===== src/rtl/div_unit_if.sv =====
// div_unit_if: request/response bundle between the EX stage and the
// iterative divider. The EX stage uses the master modport, the divider the slave.
interface div_unit_if #(
    parameter int WIDTH = 32
);
    logic                 signed_i;
    logic [WIDTH-1:0]     opdata1_i;
    logic [WIDTH-1:0]     opdata2_i;
    logic                 start_i;
    logic                 annul_i;
    logic [2*WIDTH-1:0]   result_o;
    logic                 ready_o;
    logic                 busy_o;

    modport master (
        output signed_i, opdata1_i, opdata2_i, start_i, annul_i,
        input  result_o, ready_o, busy_o
    );

    modport slave (
        input  signed_i, opdata1_i, opdata2_i, start_i, annul_i,
        output result_o, ready_o, busy_o
    );
endinterface


===== src/rtl/div_unit.sv =====
// div_unit: radix-2 restoring divider, signed/unsigned, WIDTH+1 cycles.
// Result is {remainder, quotient}; the upper half feeds HI and the lower half LO.
// Optional macro DIV_FAST_EN: when |dividend| < |divisor| the accept edge jumps
// straight to END (quotient 0, remainder = dividend), skipping the iteration.
module div_unit #(
    parameter int WIDTH = 32
) (
    input  logic        clk,
    input  logic        rst,
    div_unit_if.slave   bus
);
    localparam int CNT_W = $clog2(WIDTH) + 1;

    typedef enum logic [1:0] {
        S_IDLE,
        S_ZERO,
        S_ON,
        S_END
    } state_t;

    state_t             r_state;
    state_t             w_state_next;

    logic [CNT_W-1:0]   r_cnt;
    logic [WIDTH-1:0]   r_rem;        // partial remainder
    logic [WIDTH-1:0]   r_quo;        // dividend shifting out, quotient shifting in
    logic [WIDTH-1:0]   r_divisor;    // divisor magnitude
    logic [WIDTH-1:0]   r_op1_raw;    // untouched dividend, for the divide-by-zero result
    logic               r_q_neg;
    logic               r_r_neg;
    logic [2*WIDTH-1:0] r_result;

    logic               w_accept;
    logic               w_div_zero;
    logic               w_fast;
    logic               w_last;
    logic               w_op1_neg;
    logic               w_op2_neg;
    logic [WIDTH-1:0]   w_op1_mag;
    logic [WIDTH-1:0]   w_op2_mag;
    logic [WIDTH:0]     w_shift;
    logic [WIDTH:0]     w_diff;
    logic               w_ge;
    logic [WIDTH-1:0]   w_rem_step;
    logic [WIDTH-1:0]   w_quo_step;
    logic [WIDTH-1:0]   w_rem_fix;
    logic [WIDTH-1:0]   w_quo_fix;

    // Operand magnitudes; MIN negates to itself, which reads correctly as unsigned 2^(WIDTH-1).
    assign w_op1_neg  = bus.signed_i & bus.opdata1_i[WIDTH-1];
    assign w_op2_neg  = bus.signed_i & bus.opdata2_i[WIDTH-1];
    assign w_op1_mag  = w_op1_neg ? -bus.opdata1_i : bus.opdata1_i;
    assign w_op2_mag  = w_op2_neg ? -bus.opdata2_i : bus.opdata2_i;
    assign w_accept   = (r_state == S_IDLE) && bus.start_i && !bus.annul_i;
    assign w_div_zero = (bus.opdata2_i == '0);
    assign w_last     = (r_cnt == CNT_W'(WIDTH - 1));

`ifdef DIV_FAST_EN
    assign w_fast = !w_div_zero && (w_op1_mag < w_op2_mag);
`else
    assign w_fast = 1'b0;
`endif

    // One restoring step: shift {rem, dividend} left, trial-subtract the divisor.
    assign w_shift    = {r_rem, r_quo[WIDTH-1]};
    assign w_diff     = w_shift - {1'b0, r_divisor};
    assign w_ge       = !w_diff[WIDTH];
    assign w_rem_step = w_ge ? w_diff[WIDTH-1:0] : w_shift[WIDTH-1:0];
    assign w_quo_step = {r_quo[WIDTH-2:0], w_ge};

    // Sign fixup applied on the final step only.
    assign w_rem_fix  = r_r_neg ? -w_rem_step : w_rem_step;
    assign w_quo_fix  = r_q_neg ? -w_quo_step : w_quo_step;

    // State register.
    always_ff @(posedge clk or negedge rst) begin
        if (!rst) begin
            r_state <= S_IDLE;
        end else begin
            r_state <= w_state_next;
        end
    end

    // Next-state logic; annul only matters while an operation is in flight.
    always_comb begin
        w_state_next = r_state;
        case (r_state)
            S_IDLE: begin
                if (w_accept) begin
                    if (w_div_zero) begin
                        w_state_next = S_ZERO;
                    end else if (w_fast) begin
                        w_state_next = S_END;
                    end else begin
                        w_state_next = S_ON;
                    end
                end
            end
            S_ZERO: begin
                w_state_next = bus.annul_i ? S_IDLE : S_END;
            end
            S_ON: begin
                if (bus.annul_i) begin
                    w_state_next = S_IDLE;
                end else if (w_last) begin
                    w_state_next = S_END;
                end
            end
            S_END: begin
                if (!bus.start_i) begin
                    w_state_next = S_IDLE;
                end
            end
            default: w_state_next = S_IDLE;
        endcase
    end

    // Datapath: operand latch on accept, iteration in ON, result capture on entry to END.
    always_ff @(posedge clk or negedge rst) begin
        if (!rst) begin
            r_cnt     <= '0;
            r_rem     <= '0;
            r_quo     <= '0;
            r_divisor <= '0;
            r_op1_raw <= '0;
            r_q_neg   <= 1'b0;
            r_r_neg   <= 1'b0;
            r_result  <= '0;
        end else begin
            case (r_state)
                S_IDLE: begin
                    if (w_accept) begin
                        r_cnt     <= '0;
                        r_rem     <= '0;
                        r_quo     <= w_op1_mag;
                        r_divisor <= w_op2_mag;
                        r_op1_raw <= bus.opdata1_i;
                        r_q_neg   <= w_op1_neg ^ w_op2_neg;
                        r_r_neg   <= w_op1_neg;
                        if (w_fast) begin
                            r_result <= {bus.opdata1_i, {WIDTH{1'b0}}};
                        end
                    end
                end
                S_ZERO: begin
                    if (!bus.annul_i) begin
                        r_result <= {r_op1_raw, {WIDTH{1'b1}}};
                    end
                end
                S_ON: begin
                    if (!bus.annul_i) begin
                        r_rem <= w_rem_step;
                        r_quo <= w_quo_step;
                        r_cnt <= r_cnt + CNT_W'(1);
                        if (w_last) begin
                            r_result <= {w_rem_fix, w_quo_fix};
                        end
                    end
                end
                default: ;
            endcase
        end
    end

    assign bus.busy_o   = (r_state == S_ON) || (r_state == S_ZERO);
    assign bus.ready_o  = (r_state == S_END);
    assign bus.result_o = (r_state == S_END) ? r_result : '0;

endmodule

===== src/flat_wrapper.sv =====
// flat-port wrapper written by rule: the top's interface ports become plain ports
module div_unit_flat 
#(
    parameter int WIDTH = 32
)
  (clk, rst, bus_signed_i, bus_opdata1_i, bus_opdata2_i, bus_start_i, bus_annul_i, bus_result_o, bus_ready_o, bus_busy_o);
  div_unit_if #(.WIDTH(WIDTH)) bus_i ();
  input  logic clk;
  input  logic rst;
  input wire logic [$bits(bus_i.signed_i)-1:0] bus_signed_i;
  input wire logic [$bits(bus_i.opdata1_i)-1:0] bus_opdata1_i;
  input wire logic [$bits(bus_i.opdata2_i)-1:0] bus_opdata2_i;
  input wire logic [$bits(bus_i.start_i)-1:0] bus_start_i;
  input wire logic [$bits(bus_i.annul_i)-1:0] bus_annul_i;
  output wire logic [$bits(bus_i.result_o)-1:0] bus_result_o;
  output wire logic [$bits(bus_i.ready_o)-1:0] bus_ready_o;
  output wire logic [$bits(bus_i.busy_o)-1:0] bus_busy_o;
  assign bus_i.signed_i = bus_signed_i;
  assign bus_i.opdata1_i = bus_opdata1_i;
  assign bus_i.opdata2_i = bus_opdata2_i;
  assign bus_i.start_i = bus_start_i;
  assign bus_i.annul_i = bus_annul_i;
  assign bus_result_o = bus_i.result_o;
  assign bus_ready_o = bus_i.ready_o;
  assign bus_busy_o = bus_i.busy_o;
  div_unit #(.WIDTH(WIDTH)) u_core (.clk(clk), .rst(rst), .bus(bus_i));
endmodule

===== config.mk =====
export PLATFORM = sky130hd
export DESIGN_NAME = div_unit_flat
export DESIGN_NICKNAME = d
export VERILOG_FILES = /design/src/rtl/div_unit_if.sv /design/src/rtl/div_unit.sv /design/src/flat_wrapper.sv
export SDC_FILE = /design/constraint.sdc
export NUM_CORES = 1
export LEC_CHECK = 0
export BUFFER_PORTS_ARGS = -buffer_cell sky130_fd_sc_hd__buf_2
export CAP_MARGIN = 20
export CELL_PAD_IN_SITES_DETAIL_PLACEMENT = 1
export CELL_PAD_IN_SITES_GLOBAL_PLACEMENT = 2
export CORE_MARGIN = 2
export CORE_UTILIZATION = 33
export DETAILED_ROUTE_END_ITERATION = 8
export PLACE_DENSITY_LB_ADDON = 0.05
export SETUP_SLACK_MARGIN = 0.02
export SYNTH_ARGS = -nofsm -noshare
export SYNTH_HDL_FRONTEND = slang
export SYNTH_SLANG_ARGS = --single-unit
export TNS_END_PERCENT = 10

===== constraint.sdc =====
create_clock -name clk -period 4.8 [get_ports clk]
set_input_delay 0.24 -clock clk [delete_from_list [all_inputs] [get_ports clk]]
set_output_delay 0.24 -clock clk [all_outputs]
set_load 0.01 [all_outputs]

==> results.json, run 1 <==
{
  "status": "finished clean",
  "fin_crit_sh_pct": 94.5,
  "syn_avg_cell_area_um2": 8.52,
  "synth_edf_count": 0,
  "totalWireLength_um": 47100,
  "finalCriticalPeriod_ns": 4.54,
  "cp.buffers_inverters": 2,
  "arrival_ns": 4.95,
  "async_reset_ff_share_pct": 100,
  "cts_sinks": 202,
  "antenna_found_initial": 0,
  "syn_inst": 1648,
  "ioPinCount": 135,
  "drive_gt1_share_pct": 17.9,
  "final_util_pct": 40.2,
  "hp-class": "input port to flip-flop",
  "cp.required_ns": 5.21,
  "cts_tree": "built",
  "fin_nets": 1929,
  "end_kind": "flip-flop",
  "worstPathMaxFanout": 7,
  "drtPass1Iterations": 4,
  "tightestPinTransition_ns": 0.971,
  "core_area_um2": 41900,
  "crit_family": "compound AO/OA/AOI/OAI gates",
  "portBuffers": 134,
  "dr_total_vias": 12600,
  "die_area_um2": 44200,
  "grt_overflow": 0,
  "clock_latency_ns": 0.57,
  "track_usage_pct": 21.6,
  "final_common_cell": "dfrtp_1",
  "rows": 75,
  "die_y_um": 210,
  "gp_congestion": 0.838,
  "netlist-cell-type-count": 89,
  "vias_per_cell": 5.29,
  "hold_viol_final": 0,
  "setup_total_negative_slack_ns": 0,
  "cp_cell_sequence": "ha_1 -> nand2_1 -> o21ai_1 -> o21ai_2 -> a2111oi_4 -> buf_4 -> nor3_4 -> nor2_8 -> inv_6 -> a21oi_2 -> ha_4 -> or3b_4 -> or2_4 -> a2111oi_4 -> a31o_2 -> nand4_4 -> o31ai_4 -> xnor2_2 -> o221ai_2",
  "hpwl_um": 35500,
  "slowest_delay_ns": 0.44,
  "clock_skew_ns": 0.0178,
  "cts.path.max_buffers": 3,
  "slew_violations": 0,
  "worstSetupPathType": "flip-flop to flip-flop",
  "ys_seq_elements": 202,
  "synth_flop_cell": "dfrtp_1",
  "rsz0062_at_grt": "no",
  "fmax_mhz": 220,
  "drtIter0Drc": 507,
  "start_util_pct": 33.5,
  "cap_violations": 0,
  "drc": 0,
  "clk_pin_slew_ns": 0.06,
  "crit_top_cell": "a2111oi_4",
  "ant_nets": 0,
  "numCtsBuffers": 26,
  "syn_area_um2": 14000,
  "setup_viol": 0,
  "die_w_um": 210,
  "grt_pass1_wl_um": 75900,
  "relSlewSlack_pct": 35.2,
  "synthesis.nets": 1760,
  "crit_slowest_cell": "dfrtp_1",
  "root_buffer": "clkbuf_16",
  "grt_pass1_vias": 13200,
  "ys_seq_area_share_pct": 36.0,
  "routedWlPerCell_um": 19.8,
  "mostFrequentLayoutCells": "202 x dfrtp_1, 166 x a21oi_1, 165 x nand2_1",
  "grt_max_degree": 87,
  "ys_warn_count": 0,
  "areaGrowthSynthToFinish_pct": 20.1,
  "h-tree-depth": 1,
  "cp-start-kind": "flip-flop"
}
[layer usage]
metal  wire length [µm]  global-route usage (%)  up-vias
met5                  0                       0        -
met4               1070                    5.40        0
met3               1050                    2.19       57
met2              22500                    37.2      161
met1              22500                    29.0     6139
li1                   -                       -     6193
[flip-flops by register name, indices dropped and copies added, names as in the netlist]
signal	cells
u_core.r_result	64
u_core.r_divisor	32
u_core.r_op1_raw	32
u_core.r_quo	32
u_core.r_rem	32
u_core.r_cnt	6
u_core.r_state	2
u_core.r_q_neg	1
u_core.r_r_neg	1
[worst paths after layout]
kind | cells past startpoint | startpoint | slack (ns) | to
min reg2reg | 1 | u_core.r_result[45] | 0.47 | u_core.r_result[45]
min in group asynchronous | 2 | rst | 0.29 | u_core.r_result[6]
max in group asynchronous | 3 | rst | 3.24 | u_core.r_quo[22]
max | 19 | u_core.r_rem[6] | 0.26 | u_core.r_result[60]
min | 3 | bus_opdata2_i[6] | 0.03 | u_core.r_divisor[6]
max reg2reg | 19 | u_core.r_rem[6] | 0.26 | u_core.r_result[60]
[what timing repair did]
item | CTS | global route
endpoints found under the hold margin | 128 | 0
buffers inserted | 0 | 3
pin swaps | 0 | 8
resized for setup | 3 | 21
endpoints found under the setup margin | 3 | 10
hold buffers | 45 | 0
[synthesized netlist by cell type (all sizes together) (17+ instances only)]
cell / number / area share, %
a21o: 17 / 0.91
a21oi: 173 / 6.2
and2: 76 / 3.4
buf: 34 / 1.5
clkbuf: 71 / 1.9
dfrtp: 202 / 36
ha: 42 / 3.7
inv: 59 / 1.6
mux2: 30 / 2.4
mux2i: 30 / 2.2
nand2: 166 / 4.5
nand4: 17 / 0.91
nor2: 133 / 3.7
nor3: 32 / 1.3
nor4: 17 / 0.85
o21ai: 139 / 5.0
o22ai: 42 / 1.9
o31ai: 26 / 1.7
or3: 18 / 0.80
or4: 18 / 0.99
xnor2: 76 / 4.7
xor2: 69 / 4.3
[area by class of cell]
| class | instances | area, µm² |
|---|---|---|
| Multi-Input combinational cell | 1282 | 8450 |
| Clock buffer | 41 | 777 |
| Antenna cell | 1 | 2.50 |
| Inverter | 59 | 226 |
| Fill cell | 4983 | 25100 |
| Timing Repair Buffer | 246 | 1650 |
| Clock inverter | 3 | 26.3 |
| Sequential cell | 202 | 5050 |
| Tap cell | 539 | 674 |
[cells by family (layout without fill, tap and decap cells)]
logic type,after synthesis,after routing,synth area share [%]
and+or+nand+nor,532,532,18.9
AOI/OAI and AO/OA,502,502,22.6
DFF,202,202,36.0
buffers and inverters,164,349,4.99
xor gates and xnor gates,145,145,9.05
muxes,60,60,4.57
adders and majority gates,43,43,3.89
other,0,1,0
[worst min-delay path, delay by kind of cell]
family	cells	cell delay [ns]
compound gates	1	0.13
buf+inv	1	0.12
xor+xnor	1	0.07
[metrics by stage]
step	worst slack, ns	cell area (µm²)	cells	hold WS, ns
floorplan	0.132	14100	1648	-0.0556
global placement	0.0638	15400	2279	0.375
detailed placement	-0.0663	15400	2279	0.372
CTS	0.0252	16700	2368	0.00120
global route	0.0313	16900	2372	0.0159
finish	0.263	16900	2373	0.0255
Power of run 1 is left out: the tool's default activity adds up to more than one toggle a clock period on the data nets, which glitch-free logic cannot reach.
==> run 2: changes to the inputs <==
--- a/config.mk
+++ b/config.mk
@@ -5,15 +5,18 @@
 export SDC_FILE = /design/constraint.sdc
 export NUM_CORES = 1
 export LEC_CHECK = 0
+export ABC_AREA = 1
 export BUFFER_PORTS_ARGS = -buffer_cell sky130_fd_sc_hd__buf_2
 export CAP_MARGIN = 20
 export CELL_PAD_IN_SITES_DETAIL_PLACEMENT = 1
 export CELL_PAD_IN_SITES_GLOBAL_PLACEMENT = 2
 export CORE_MARGIN = 2
-export CORE_UTILIZATION = 33
+export CORE_UTILIZATION = 30
 export DETAILED_ROUTE_END_ITERATION = 8
 export PLACE_DENSITY_LB_ADDON = 0.05
+export REMOVE_ABC_BUFFERS = 1
 export SETUP_SLACK_MARGIN = 0.02
+export SLEW_MARGIN = 40
 export SYNTH_ARGS = -nofsm -noshare
 export SYNTH_HDL_FRONTEND = slang
 export SYNTH_SLANG_ARGS = --single-unit
==> results.json, run 2 <==
{
  "status": "finished clean",
  "ioPinCount": 135,
  "cts_sinks": 202,
  "cp.buffers_inverters": 6,
  "yosys.area.top_type_share_pct": 33.7,
  "syn_avg_cell_area_um2": 6.54,
  "syn_inst": 2296,
  "antenna_found_initial": 0,
  "syn_area_um2": 15000,
  "synth_flop_cell": "dfrtp_1",
  "crit_family": "simple AND/OR/NAND/NOR gates",
  "final_util_pct": 36.2,
  "cts.path.max_buffers": 3,
  "synth_top_cell_by_area": "dfrtp_1",
  "die_y_um": 228,
  "hpwl_um": 44600,
  "finalCriticalPeriod_ns": 4.28,
  "drtIter0Drc": 839,
  "grt_max_degree": 96,
  "totalWireLength_um": 57600,
  "track_usage_pct": 22.2,
  "cp-start-kind": "flip-flop",
  "root_buffer": "clkbuf_16",
  "drive_gt1_share_pct": 11.6,
  "ys_seq_area_share_pct": 33.7,
  "hold_viol_final": 0,
  "slowest_delay_ns": 0.40,
  "largest_reg_flops": 64,
  "crit_slowest_cell": "fa_1",
  "mostFrequentLayoutCells": "759 x nand2_1, 351 x inv_1, 202 x dfrtp_1",
  "final_common_cell": "nand2_1",
  "rsz0062_at_grt": "no",
  "end_kind": "flip-flop",
  "synth_common_cells": "760 x nand2_1, 352 x inv_1, 202 x dfrtp_1",
  "dr_total_vias": 15200,
  "die_area_um2": 51900,
  "grt_pass1_wl_um": 91400,
  "grt_overflow": 0,
  "numCtsBuffers": 28,
  "grt_pass1_vias": 15900,
  "clk_pin_slew_ns": 0.06,
  "routedWlPerCell_um": 18.4,
  "start_util_pct": 30.5,
  "rows": 81,
  "fmax_mhz": 234,
  "drc": 0,
  "drtPass1Iterations": 5,
  "gp_congestion": 0.844,
  "clock_latency_ns": 0.57,
  "largest_register": "u_core.r_result",
  "multi_input_area_um2": 8290,
  "core_area_um2": 49200,
  "fin_crit_sh_pct": 89.2,
  "ys_seq_elements": 202,
  "die_w_um": 228,
  "areaGrowthSynthToFinish_pct": 18.6,
  "relSlewSlack_pct": 44.6,
  "portBuffers": 134,
  "worstPathMaxFanout": 6,
  "fillers": 6345,
  "ys_warn_count": 0,
  "arrival_ns": 4.79,
  "netlist-cell-type-count": 52,
  "slew_violations": 0,
  "h-tree-depth": 1,
  "ant_nets": 0,
  "cap_violations": 0,
  "async_reset_ff_share_pct": 100,
  "regArea_um2": 5050,
  "vias_per_cell": 4.85,
  "tightestPinTransition_ns": 0.830,
  "synthTopCellsByArea": "dfrtp_1 34%, nand2_1 19%, inv_1 8.8%, nor2_1 4.9%, o21ai_0 4.5%",
  "fin_nets": 2561,
  "worstSetupPathType": "flip-flop to flip-flop",
  "hp-class": "input port to flip-flop",
  "setup_viol": 0,
  "synth_edf_count": 0,
  "cts_tree": "built",
  "yosys.cell_count.top_type": "nand2_1",
  "crit_top_cell": "inv_1",
  "clock_skew_ns": 0.0182,
  "cp.required_ns": 5.31
}
-- run 2: cell count changes after synthesis, sizes merged, moves of 19 or more --
cell | previous run | this run
a21oi | 173 | 67
and2 | 76 | 2
inv | 59 | 360
mux2 | 30 | 0
mux2i | 30 | 1
nand2 | 166 | 795
nand3 | 14 | 114
nor2 | 133 | 210
o221ai | 5 | 31
o31ai | 26 | 1
xnor2 | 76 | 23
xor2 | 69 | 50
-- run 2: per-stage QoR --
stage	std cells	hold slack (ns)	TNS [ns]	setup WS [ns]	area, µm²
after floorplan	2220	-0.0556	-5.23	-0.302	14700
after global placement	3042	0.330	0	0.367	16400
after detailed placement	3042	0.333	0	0.153	16400
after CTS	3131	0.00424	0	0.152	17800
after global routing	3131	0.0374	0	0.0915	17800
final	3132	0.0175	0	0.518	17800
-- run 2: cell families (layout without fill, tap and decap cells) --
group | count (synthesis) | after routing | synth area share, %
AOI/OAI and AO/OA | 332 | 332 | 13.1
xor gates and xnor gates | 73 | 73 | 4.26
adders and majority gates | 43 | 43 | 3.63
buffers and inverters | 439 | 610 | 11.4
DFF | 202 | 202 | 33.7
muxes | 1 | 1 | 0.0667
other | 0 | 1 | 0
and+or+nand+nor | 1206 | 1206 | 33.9
-- run 2: final timing paths --
| check | startpoint | cells after the start | slack, ns | end |
|---|---|---|---|---|
| max | u_core.r_quo[31] | 28 | 0.52 | u_core.r_result[24] |
| max reg2reg | u_core.r_quo[31] | 28 | 0.52 | u_core.r_result[24] |
| min reg2reg | u_core.r_op1_raw[19] | 2 | 0.48 | u_core.r_op1_raw[19] |
| min | bus_opdata2_i[29] | 3 | 0.02 | u_core.r_divisor[29] |
| max in group asynchronous | rst | 3 | 3.44 | u_core.r_result[1] |
| min in group asynchronous | rst | 2 | 0.28 | u_core.r_divisor[29] |
-- run 2: timing repair --
item                       CTS  global route
setup endpoints to repair    0             5
hold buffers                41             0
gates resized for setup      0             4
buffers inserted             0             0
hold endpoints to repair   115             0
-- run 2: layout make-up --
class                   count  share of cell area [%]
multi-input cells        1655                    46.6
flip-flops and latches    202                    28.4
inverters                 363                    7.66
repair buffers            199                    7.27
well taps                 664                    4.67
clock buffers              38                    4.43
clock inverters            10                   0.998
diodes                      1                  0.0141
-- run 2: worst register-to-register path, delay by kind of cell, from the launching register on --
kind            cells  cell delay [ns]
simple gates       15             2.01
fa+ha+maj           3             0.71
compound gates      4             0.70
buf+inv             6             0.46
flops               1             0.35
-- run 2: routing by layer --
layer	share of wire [%]	track usage, %	vias up
met3	2.9	2.32	39
met2	45	35.9	177
met5	0	0	-
met4	1.8	3.91	0
li1	-	-	7598
met1	51	32.2	7371
Power of run 2 is left out for the same reason.
